$ cat config.mk
export PLATFORM = sky130hd
export DESIGN_NAME = dkong_obj_dma_flat
export DESIGN_NICKNAME = d
export VERILOG_FILES = /design/src/rtl/dkong_obj_dma_pkg.sv /design/src/rtl/dkong_obj_dma_if.sv /design/src/rtl/dkong_obj_dma.sv /design/src/flat_wrapper.sv
export SDC_FILE = /design/constraint.sdc
export NUM_CORES = 1
export LEC_CHECK = 0
export ABC_AREA = 1
export CAP_MARGIN = 20
export CORE_UTILIZATION = 54
export CTS_CLUSTER_DIAMETER = 120
export DETAILED_ROUTE_END_ITERATION = 7
export PLACE_DENSITY_LB_ADDON = 0.08
export SYNTH_ARGS = -nofsm -noshare
export SYNTH_HDL_FRONTEND = slang
export SYNTH_SLANG_ARGS = --single-unit
$ cat constraint.sdc
create_clock -name clk -period 1.9 [get_ports clk]
set_input_delay 0.19 -clock clk [delete_from_list [all_inputs] [get_ports clk]]
set_output_delay 0.19 -clock clk [all_outputs]
set_load 0.03 [all_outputs]
$ cat src/rtl/dkong_obj_dma_pkg.sv
// Shared types and widths for the object-RAM DMA initiator.
//   dma_state_t : FSM state encoding
//   OBJ_RAM_AW  : object RAM offset width
//   Z80_AW      : CPU bus address width
package dkong_pkg;

   localparam int OBJ_RAM_AW = 10;
   localparam int Z80_AW     = 16;

   typedef enum logic [2:0] {
      IDLE,
      REQ,
      RD,
      WR,
      NEXT,
      REL
   } dma_state_t;

endpackage

$ cat src/rtl/dkong_obj_dma_if.sv
// Bus seen by the DMA initiator: CPU bus request/grant, work-RAM read port and
// the dkong_video object-RAM write port.
//   master : the DMA engine (drives address, strobes, write data, busrq_n)
//   slave  : CPU arbiter + memories (drive busak_n, read data, vram_busy)
interface dkong_obj_dma_if;

   logic                        busrq_n;
   logic                        busak_n;
   logic [dkong_pkg::Z80_AW-1:0] addr;
   logic [7:0]                  dmaster;
   logic [7:0]                  dslave;
   logic                        rdn;
   logic                        wrn;
   logic                        obj_ena;
   logic                        vram_busy;

   modport master (
      output busrq_n, addr, dmaster, rdn, wrn, obj_ena,
      input  busak_n, dslave, vram_busy
   );

   modport slave (
      input  busrq_n, addr, dmaster, rdn, wrn, obj_ena,
      output busak_n, dslave, vram_busy
   );

endinterface

$ cat src/rtl/dkong_obj_dma.sv
// Sprite-list DMA: on start, takes the CPU bus and copies LEN bytes from work
// RAM (SRC_BASE..) into dkong_video object RAM (DST_BASE..), one read + one
// write per byte, waiting out vram_busy before each write.
// Ports:
//   clk, rst_n  : clock, async active-low reset
//   start       : one-cycle trigger, only honoured in IDLE
//   busy        : transfer in progress
//   done        : one-cycle completion pulse (in the REL->IDLE cycle)
//   bus         : master side of dkong_obj_dma_if
//
// state | meaning
// IDLE  | waiting for start
// REQ   | busrq_n low, waiting for busak_n
// RD    | rdn low for RD_LAT+1 cycles, byte latched on the last one
// WR    | waits while vram_busy, then one-cycle write strobe
// NEXT  | advance src/dst/count, loop or finish
// REL   | busrq_n high, waiting for busak_n to return high
module dkong_obj_dma
   import dkong_pkg::*;
#(
   parameter logic [Z80_AW-1:0]     SRC_BASE = 16'h6900,
   parameter logic [OBJ_RAM_AW-1:0] DST_BASE = 10'h000,
   parameter logic [OBJ_RAM_AW-1:0] LEN      = 10'h180,
   parameter int                    RD_LAT   = 1
) (
   input  logic            clk,
   input  logic            rst_n,
   input  logic            start,
   output logic            busy,
   output logic            done,
   dkong_obj_dma_if.master bus
);

   localparam logic [1:0] LAT_LAST = 2'(RD_LAT);

   dma_state_t            state, state_nxt;
   logic [Z80_AW-1:0]     src;
   logic [OBJ_RAM_AW-1:0] dst;
   logic [OBJ_RAM_AW-1:0] cnt;
   logic [1:0]            lat;
   logic [7:0]            data;

   always_ff @(posedge clk or negedge rst_n) begin
      if (!rst_n) state <= IDLE;
      else        state <= state_nxt;
   end

   always_ff @(posedge clk or negedge rst_n) begin
      if (!rst_n) begin
         src  <= '0;
         dst  <= '0;
         cnt  <= '0;
         lat  <= '0;
         data <= '0;
      end else begin
         case (state)
            IDLE: if (start) begin
               cnt <= '0;
               src <= SRC_BASE;
               dst <= DST_BASE;
            end
            RD: begin
               // lat is 0 on entry to every RD, so the read length is fixed
               if (lat == LAT_LAST) begin
                  data <= bus.dslave;
                  lat  <= '0;
               end else begin
                  lat <= lat + 2'd1;
               end
            end
            NEXT: begin
               src <= src + Z80_AW'(1);
               dst <= dst + OBJ_RAM_AW'(1);
               cnt <= cnt + OBJ_RAM_AW'(1);
            end
            default: ;
         endcase
      end
   end

   always_comb begin
      state_nxt   = state;
      busy        = (state != IDLE);
      done        = 1'b0;
      bus.busrq_n = 1'b1;
      bus.addr    = '0;
      bus.dmaster = '0;
      bus.rdn     = 1'b1;
      bus.wrn     = 1'b1;
      bus.obj_ena = 1'b0;
      case (state)
         IDLE: if (start) state_nxt = REQ;
         REQ: begin
            bus.busrq_n = 1'b0;
            if (!bus.busak_n) state_nxt = RD;
         end
         RD: begin
            bus.busrq_n = 1'b0;
            bus.addr    = src;
            bus.rdn     = 1'b0;
            if (lat == LAT_LAST) state_nxt = WR;
         end
         WR: begin
            bus.busrq_n = 1'b0;
            if (!bus.vram_busy) begin
               bus.addr    = {{(Z80_AW-OBJ_RAM_AW){1'b0}}, dst};
               bus.dmaster = data;
               bus.wrn     = 1'b0;
               bus.obj_ena = 1'b1;
               state_nxt   = NEXT;
            end
         end
         NEXT: begin
            bus.busrq_n = 1'b0;
            state_nxt   = ((cnt + OBJ_RAM_AW'(1)) == LEN) ? REL : RD;
         end
         REL: if (bus.busak_n) begin
            done      = 1'b1;
            busy      = 1'b0;
            state_nxt = IDLE;
         end
         default: state_nxt = IDLE;
      endcase
   end

endmodule

$ cat src/flat_wrapper.sv
// flat-port wrapper written by rule: the top's interface ports become plain ports
module dkong_obj_dma_flat import dkong_pkg::*;
#(
   parameter logic [Z80_AW-1:0]     SRC_BASE = 16'h6900,
   parameter logic [OBJ_RAM_AW-1:0] DST_BASE = 10'h000,
   parameter logic [OBJ_RAM_AW-1:0] LEN      = 10'h180,
   parameter int                    RD_LAT   = 1
)
  (clk, rst_n, start, busy, done, bus_busrq_n, bus_addr, bus_dmaster, bus_rdn, bus_wrn, bus_obj_ena, bus_busak_n, bus_dslave, bus_vram_busy);
  dkong_obj_dma_if bus_i ();
  input  logic clk;
  input  logic rst_n;
  input  logic start;
  output logic busy;
  output logic done;
  output wire logic [$bits(bus_i.busrq_n)-1:0] bus_busrq_n;
  output wire logic [$bits(bus_i.addr)-1:0] bus_addr;
  output wire logic [$bits(bus_i.dmaster)-1:0] bus_dmaster;
  output wire logic [$bits(bus_i.rdn)-1:0] bus_rdn;
  output wire logic [$bits(bus_i.wrn)-1:0] bus_wrn;
  output wire logic [$bits(bus_i.obj_ena)-1:0] bus_obj_ena;
  input wire logic [$bits(bus_i.busak_n)-1:0] bus_busak_n;
  input wire logic [$bits(bus_i.dslave)-1:0] bus_dslave;
  input wire logic [$bits(bus_i.vram_busy)-1:0] bus_vram_busy;
  assign bus_busrq_n = bus_i.busrq_n;
  assign bus_addr = bus_i.addr;
  assign bus_dmaster = bus_i.dmaster;
  assign bus_rdn = bus_i.rdn;
  assign bus_wrn = bus_i.wrn;
  assign bus_obj_ena = bus_i.obj_ena;
  assign bus_i.busak_n = bus_busak_n;
  assign bus_i.dslave = bus_dslave;
  assign bus_i.vram_busy = bus_vram_busy;
  dkong_obj_dma #(.SRC_BASE(SRC_BASE), .DST_BASE(DST_BASE), .LEN(LEN), .RD_LAT(RD_LAT)) u_core (.clk(clk), .rst_n(rst_n), .start(start), .busy(busy), .done(done), .bus(bus_i));
endmodule
==> metrics.md, run 1 <==
| Metric | Value |
|---|---|
| Vias | `2,597` |
| Critical Path AT | `1650 ps` |
| Max stage delay cell, worst path | `dfrtp_1` |
| Most common cell after layout, fill and taps aside | `nand2_1` |
| Max Cap Viol | `0` |
| Met2 usage | `44.4%` |
| Total wire length | `approximately 6.4 mm` |
| Syn nets | `392` |
| Met1 usage | `around 31%` |
| # IOs | `between 40 and 50` |
| Startpoint Class | `register` |
| Crit-path cells | `inv_1 -> nor2_4 -> nand2_2 -> nor2_4 -> clkinvlp_4 -> buf_12 -> o22ai_2 -> buf_4` |
| Vias in the first global route | `2,480` |
| Hold slack | `393 ps` |
| Grt peak-use layer | `met2` |
| Number of synthesized register bits | `49` |
| Max Fanout on Critical Path | `10` |
| Bufs and invs on worst path | `4` |
| Worst min path class | `in2async` |
| Wire length of the first global-routing pass | `10.6 mm` |
| Worst-path clk slew | `about 90 ps` |
| Most frequent cells in the layout | `85 x nand2_1, 52 x inv_1, 47 x dfrtp_1` |
| R2R cell count | `10` |
| H-tree lvl count | `2` |
| Crit path from | `u_core.state[1]` |
| Die Ht | `74.4 um` |
| RR Endpoint | `u_core.src[12]` |
| Pwr/cell area | `1100 nW/um^2` |
| Root Buffer | `clkbuf_8` |
| HPWL reported at the end of detailed placement | `about 4.6 mm` |
| Critical path required time | `1710 ps` |
| # nets final | `442` |
| Setup violators final | `0` |
| Avg Vias per Cell | `5.27` |
| Register Area | `1230 um^2` |
| CTS tree | `yes` |
| Gr ovfl total | `0` |
| Met3 GRT Util | `4.34%` |
| Synth top area cells | `dfrtp_1 43%, nand2_1 11%, inv_1 7.0%, nor2_1 5.8%, o22ai_1 4.9%` |
| Layout cell share with drive strength beyond 1 | `between 10% and 20%` |
| Tightest Pin Transition | `roughly 530 ps` |
| Reg2Reg Setup Slack | `approximately 210 ps` |
| Rel. slew slack | `64.8%` |
| Die width | `approximately 74 um` |
| Post-placement cell area | `3320 um^2` |
| Footprint of the multi-input gates | `1400 um^2` |
| Share of the synthesized area in the top cell type | `between 40% and 50%` |
| Critical Path Most Common Cell | `nor2_4` |
| Crit-path leading delay family | `buffers and inverters` |
| Placed cell count | `480` |
| Gpl congestion | `0.823` |
| Std-Cell Rows | `25` |
| Yosys Warn Count | `0` |
| Initial antenna violation count | `0` |
| Clock Path Buffers | `2` |
| Sequential share of the synthesized area | `43.3%` |
| Area delta synth->final | `23.5%` |
| Initial DRC count | `approximately 130` |
| Synthesized area per cell | `7.55 um^2` |
| Post-Syn Area | `2830 um^2` |
| Clk_lat worst skew | `~300 ps` |
| Reg2reg start | `u_core.src[0]` |
| Total chip power | `3860 uW` |
| Clock sink count | `49` |
| Fin area | `3500 um^2` |
| Tot GR Track Use | `between 20% and 30%` |
| Final Cycle Share | `96.9%` |
| Starting Density | `just under 60%` |
| Setup crit end kind | `output port` |
| Critical Setup Path Class | `reg2out` |
| Slowest stage delay, CP | `370 ps` |
| IO buf count | `42` |
| Status | `finished clean` |
| Period minus WS final | `1840 ps` |
| Achievable Freq | `543 MHz` |
| 1st-pass router iterations | `4` |
| Max-slew violations | `0` |
| Core ar. | `4880 um^2` |
| Synth cell types | `28` |
| Final Hold Viols | `0` |
| LEAKAGE | `0.00160 uW` |
| Final ANT Viol Nets | `0` |
| Wire per inst | `12.9 um` |
| Mapped Cells | `375` |
| Total of fill cells in the finished design | `412` |
| Post-synth top area cell | `dfrtp_1` |
| Final std cells w/o fill | `493` |
| CTS Buf Count | `5` |
| Skew final | `5.41 ps` |
| DRC viols | `0` |
| Peak VDD IR | `0.000717 V` |
| # diodes | `0` |
| Die area | `5540 um^2` |
| Largest net degree at the start of global routing | `29` |
[cells by family (layout without fill, tap and decap cells)]
group           Yosys count  in the layout  synth area share [%]
xor+xnor                  3              3                 0.928
flops                    49             49                  43.3
fa+ha+maj                 4              4                  1.77
mux                       8              8                  3.18
compound gates           60             60                  12.5
simple gates            181            181                  28.5
buf+inv                  70            121                  9.85
[worst max path at each step]
| stage | slack, ps | to | cells past startpoint |
|---|---|---|---|
| after floorplan | 70 | bus_addr[0] | 6 |
| after global placement | 180 | done | 4 |
| after detailed placement | 180 | busy | 5 |
| after CTS | 40 | bus_addr[6] | 7 |
| after global routing | -8 | bus_addr[8] | 8 |
| final | 60 | bus_addr[6] | 8 |
[synthesized netlist by cell type, drive strengths merged]
master	number
inv	60
nor2	52
nand4	7
xor2	3
nand2	92
o21ai	21
mux2	8
or2	1
nand3	22
a21oi	10
nor3	5
o32ai	5
buf	9
a21boi	1
nor4	2
o22ai	22
clkinv	1
ha	4
dfrtp	49
a22o	1
[registers in the layout, indices dropped and copies added (netlist names)]
name and cells:
u_core.state 3, u_core.dst 10, u_core.lat 2, u_core.data 8
u_core.src 16, u_core.cnt 10
[repair_timing]
action | in CTS | in global routing
buffers inserted | 3 | 1
endpoints found under the hold margin | 21 | 0
resized for setup | 8 | 8
endpoints found under the setup margin | 14 | 12
pin swaps | 0 | 0
hold buffers | 1 | 0
[area by class of cell]
cell class	count	share of cell area, %
clock buffers	6	2.08
flip-flops and latches	49	35.1
multi-input cells	256	40.1
inverters	61	6.80
repair buffers	52	13.2
well taps	67	2.40
clock inverters	2	0.286
[where the power goes]
part	internal [uW]	leakage (uW)	switching [uW]
registers	1250	0.000636	152
logic	667	0.000917	1200
clock network	256	0.0000450	340
[layer usage]
layer,vias up,part of all wire [%]
met3,6,3.3
met5,-,0
li1,1323,-
met1,1214,46
met2,54,49
met4,0,1.1
[through the flow]
| step | utilization [%] | setup slack [ps] | TNS, ps |
|---|---|---|---|
| global placement | 68.1 | 182 | 0 |
| global route | 71.7 | -8.13 | -8.13 |
| detailed placement | 68.1 | 175 | 0 |
| CTS | 71.0 | 35.5 | 0 |
| finish | 71.7 | 58.0 | 0 |
| floorplan | - | 69.8 | 0 |
(Power assumes the default switching activity.)
==> inputs of run 2 (changes only) <==
--- a/config.mk
+++ b/config.mk
@@ -7,10 +7,14 @@
 export LEC_CHECK = 0
 export ABC_AREA = 1
 export CAP_MARGIN = 20
-export CORE_UTILIZATION = 54
+export CELL_PAD_IN_SITES_DETAIL_PLACEMENT = 1
+export CELL_PAD_IN_SITES_GLOBAL_PLACEMENT = 1
+export CORE_MARGIN = 2
+export CORE_UTILIZATION = 39
 export CTS_CLUSTER_DIAMETER = 120
 export DETAILED_ROUTE_END_ITERATION = 7
 export PLACE_DENSITY_LB_ADDON = 0.08
+export SKIP_CTS_REPAIR_TIMING = 1
 export SYNTH_ARGS = -nofsm -noshare
 export SYNTH_HDL_FRONTEND = slang
 export SYNTH_SLANG_ARGS = --single-unit
==> metrics.md, run 2 (synthesis gave the netlist of run 1 again) <==
| Metric | Value |
|---|---|
| Largest net degree at the start of global routing | `35` |
| Starting Density | `39.7%` |
| CTS tree | `yes` |
| RSZ-0062 raised after global routing | `yes` |
| Setup crit end kind | `output port` |
| Reg2reg start | `u_core.dst[0]` |
| Gr ovfl total | `0` |
| Startpoint Class | `register` |
| Largest registers | `u_core.src (16), u_core.cnt (10), u_core.dst (10)` |
| LEAKAGE | `0.00164 uW` |
| Largest register FFs | `16` |
| Worst min path class | `in2async` |
| Util after Layout | `50.5%` |
| Area delta synth->final | `27.3%` |
| RR Endpoint | `u_core.dst[8]` |
| Rel. slew slack | `69.7%` |
| Fin area | `3610 um^2` |
| Vias in the first global route | `2,650` |
| Final worst slack | `-13.9 ps` |
| HPWL reported at the end of detailed placement | `around 5.6 mm` |
| DRC viols | `0` |
| Core ar. | `7140 um^2` |
| Wire length of the first global-routing pass | `12.6 mm` |
| Crit path from | `u_core.state[2]` |
| Final Hold Viols | `0` |
| Setup violators final | `4` |
| Hold slack | `262 ps` |
| Wire per inst | `14.5 um` |
| H-tree lvl count | `2` |
| CTS Buf Count | `5` |
| Critical Path End | `bus_addr[6]` |
| Max Cap Viol | `0` |
| Tot GR Track Use | `20.3%` |
| R2R cell count | `9` |
| Initial DRC count | `100` |
| Period minus WS final | `1910 ps` |
| IO buf count | `42` |
| Gpl congestion | `0.810` |
| Root Buffer | `clkbuf_8` |
| Skew final | `8.64 ps` |
| Achievable Freq | `about 520 MHz` |
| Clk_lat worst skew | `roughly 300 ps` |
| Max-slew violations | `0` |
| Vias | `2,681` |
| Critical path required time | `1710 ps` |
| Worst-path clk slew | `100 ps` |
| Most common cell after layout, fill and taps aside | `nand2_1` |
| Die Ht | `just under 90 um` |
| # IOs | `43` |
| Peak VDD IR | `0.000524 V` |
| Avg Vias per Cell | `5.10` |
| Max Fanout on Critical Path | `10` |
| Initial antenna violation count | `0` |
| Die width | `89.2 um` |
| Pwr/cell area | `1120 nW/um^2` |
| Status | `finished, violations left` |
| Std-Cell Rows | `31` |
| Tightest Pin Transition | `451 ps` |
| Critical Path AT | `1720 ps` |
| Total wire length | `~7.6 mm` |
| Reg2Reg Setup Slack | `180 ps` |
| Final Cycle Share | `101%` |
| Post-placement cell area | `3390 um^2` |
| Biggest register | `u_core.src` |
| Final ANT Viol Nets | `0` |
| Critical Setup Path Class | `reg2out` |
| Die area | `7960 um^2` |
| # nets final | `443` |
| Clock Path Buffers | `2` |
| 1st-pass router iterations | `4` |
| # diodes | `0` |
| Total chip power | `4040 uW` |
| Layout cell share with drive strength beyond 1 | `about a fifth` |
| Clock sink count | `49` |
| Failing checks | `setup timing` |
| Most frequent cells in the layout | `85 x nand2_1, 52 x inv_1, 47 x dfrtp_1` |
==> run 2: cell types whose count changed in the layout (fill, tap and decap cells not counted) <==
cell,previous run,this run
buf_4,31,26
buf_6,4,9
dlygate4sd2_1,2,0
dlymetal6s2s_1,0,2
buf_12,2,3
clkbuf_1,1,0
clkbuf_8,5,6
clkinv_2,2,1
clkinv_4,0,1
inv_4,2,1
inv_6,0,1
o22ai_2,9,8
o22ai_4,0,1
==> run 2: area by class of cell <==
cell class	instances	area, um^2
repair buffers	53	507
inverters	61	240
clock inverters	2	13.8
fillers	913	3530
flip-flops and latches	49	1230
multi-input cells	256	1410
clock buffers	6	82.6
well taps	99	124
==> run 2: routing by layer <==
| layer | GRT usage [%] | routed length, um |
|---|---|---|
| met5 | 0 | 0 |
| met3 | 3.51 | 213 |
| met4 | 4.88 | 99 |
| met1 | 26.8 | 3560 |
| met2 | 34.6 | 3740 |
==> run 2: worst min-delay path by stage <==
stage	from	end	cells past startpoint
final	rst_n	u_core.src[12]	2
after global routing	rst_n	u_core.src[12]	2
after CTS	rst_n	u_core.src[12]	1
after detailed placement	rst_n	u_core.cnt[2]	1
after global placement	rst_n	u_core.cnt[2]	1
after floorplan	rst_n	u_core.cnt[0]	0
==> run 2: worst max-delay path, cell delays in order (launching register included) <==
cell	delay, ps
dfrtp_2	480
nor2_4	160
nand2_2	90
nor2_4	130
clkinvlp_4	120
buf_12	160
o22ai_2	120
buf_6	160
==> run 2: through the flow <==
stage / TNS, ps / setup WS, ps / std cells
6_report: -39.6 / -13.9 / 526
5_1_grt: -885 / -105 / 526
4_1_cts: -2000 / -186 / 522
3_5_place_dp: 0 / 161 / 514
3_3_place_gp: 0 / 184 / 514
2_1_floorplan: 0 / 69.8 / 375
==> run 2: report_power, final <==
group / switching (uW) / leakage (uW) / internal (uW)
registers: 167 / 0.000636 / 1250
clock network: 363 / 0.0000512 / 296
logic: 1260 / 0.000949 / 704
total: 1790 / 0.00164 / 2250
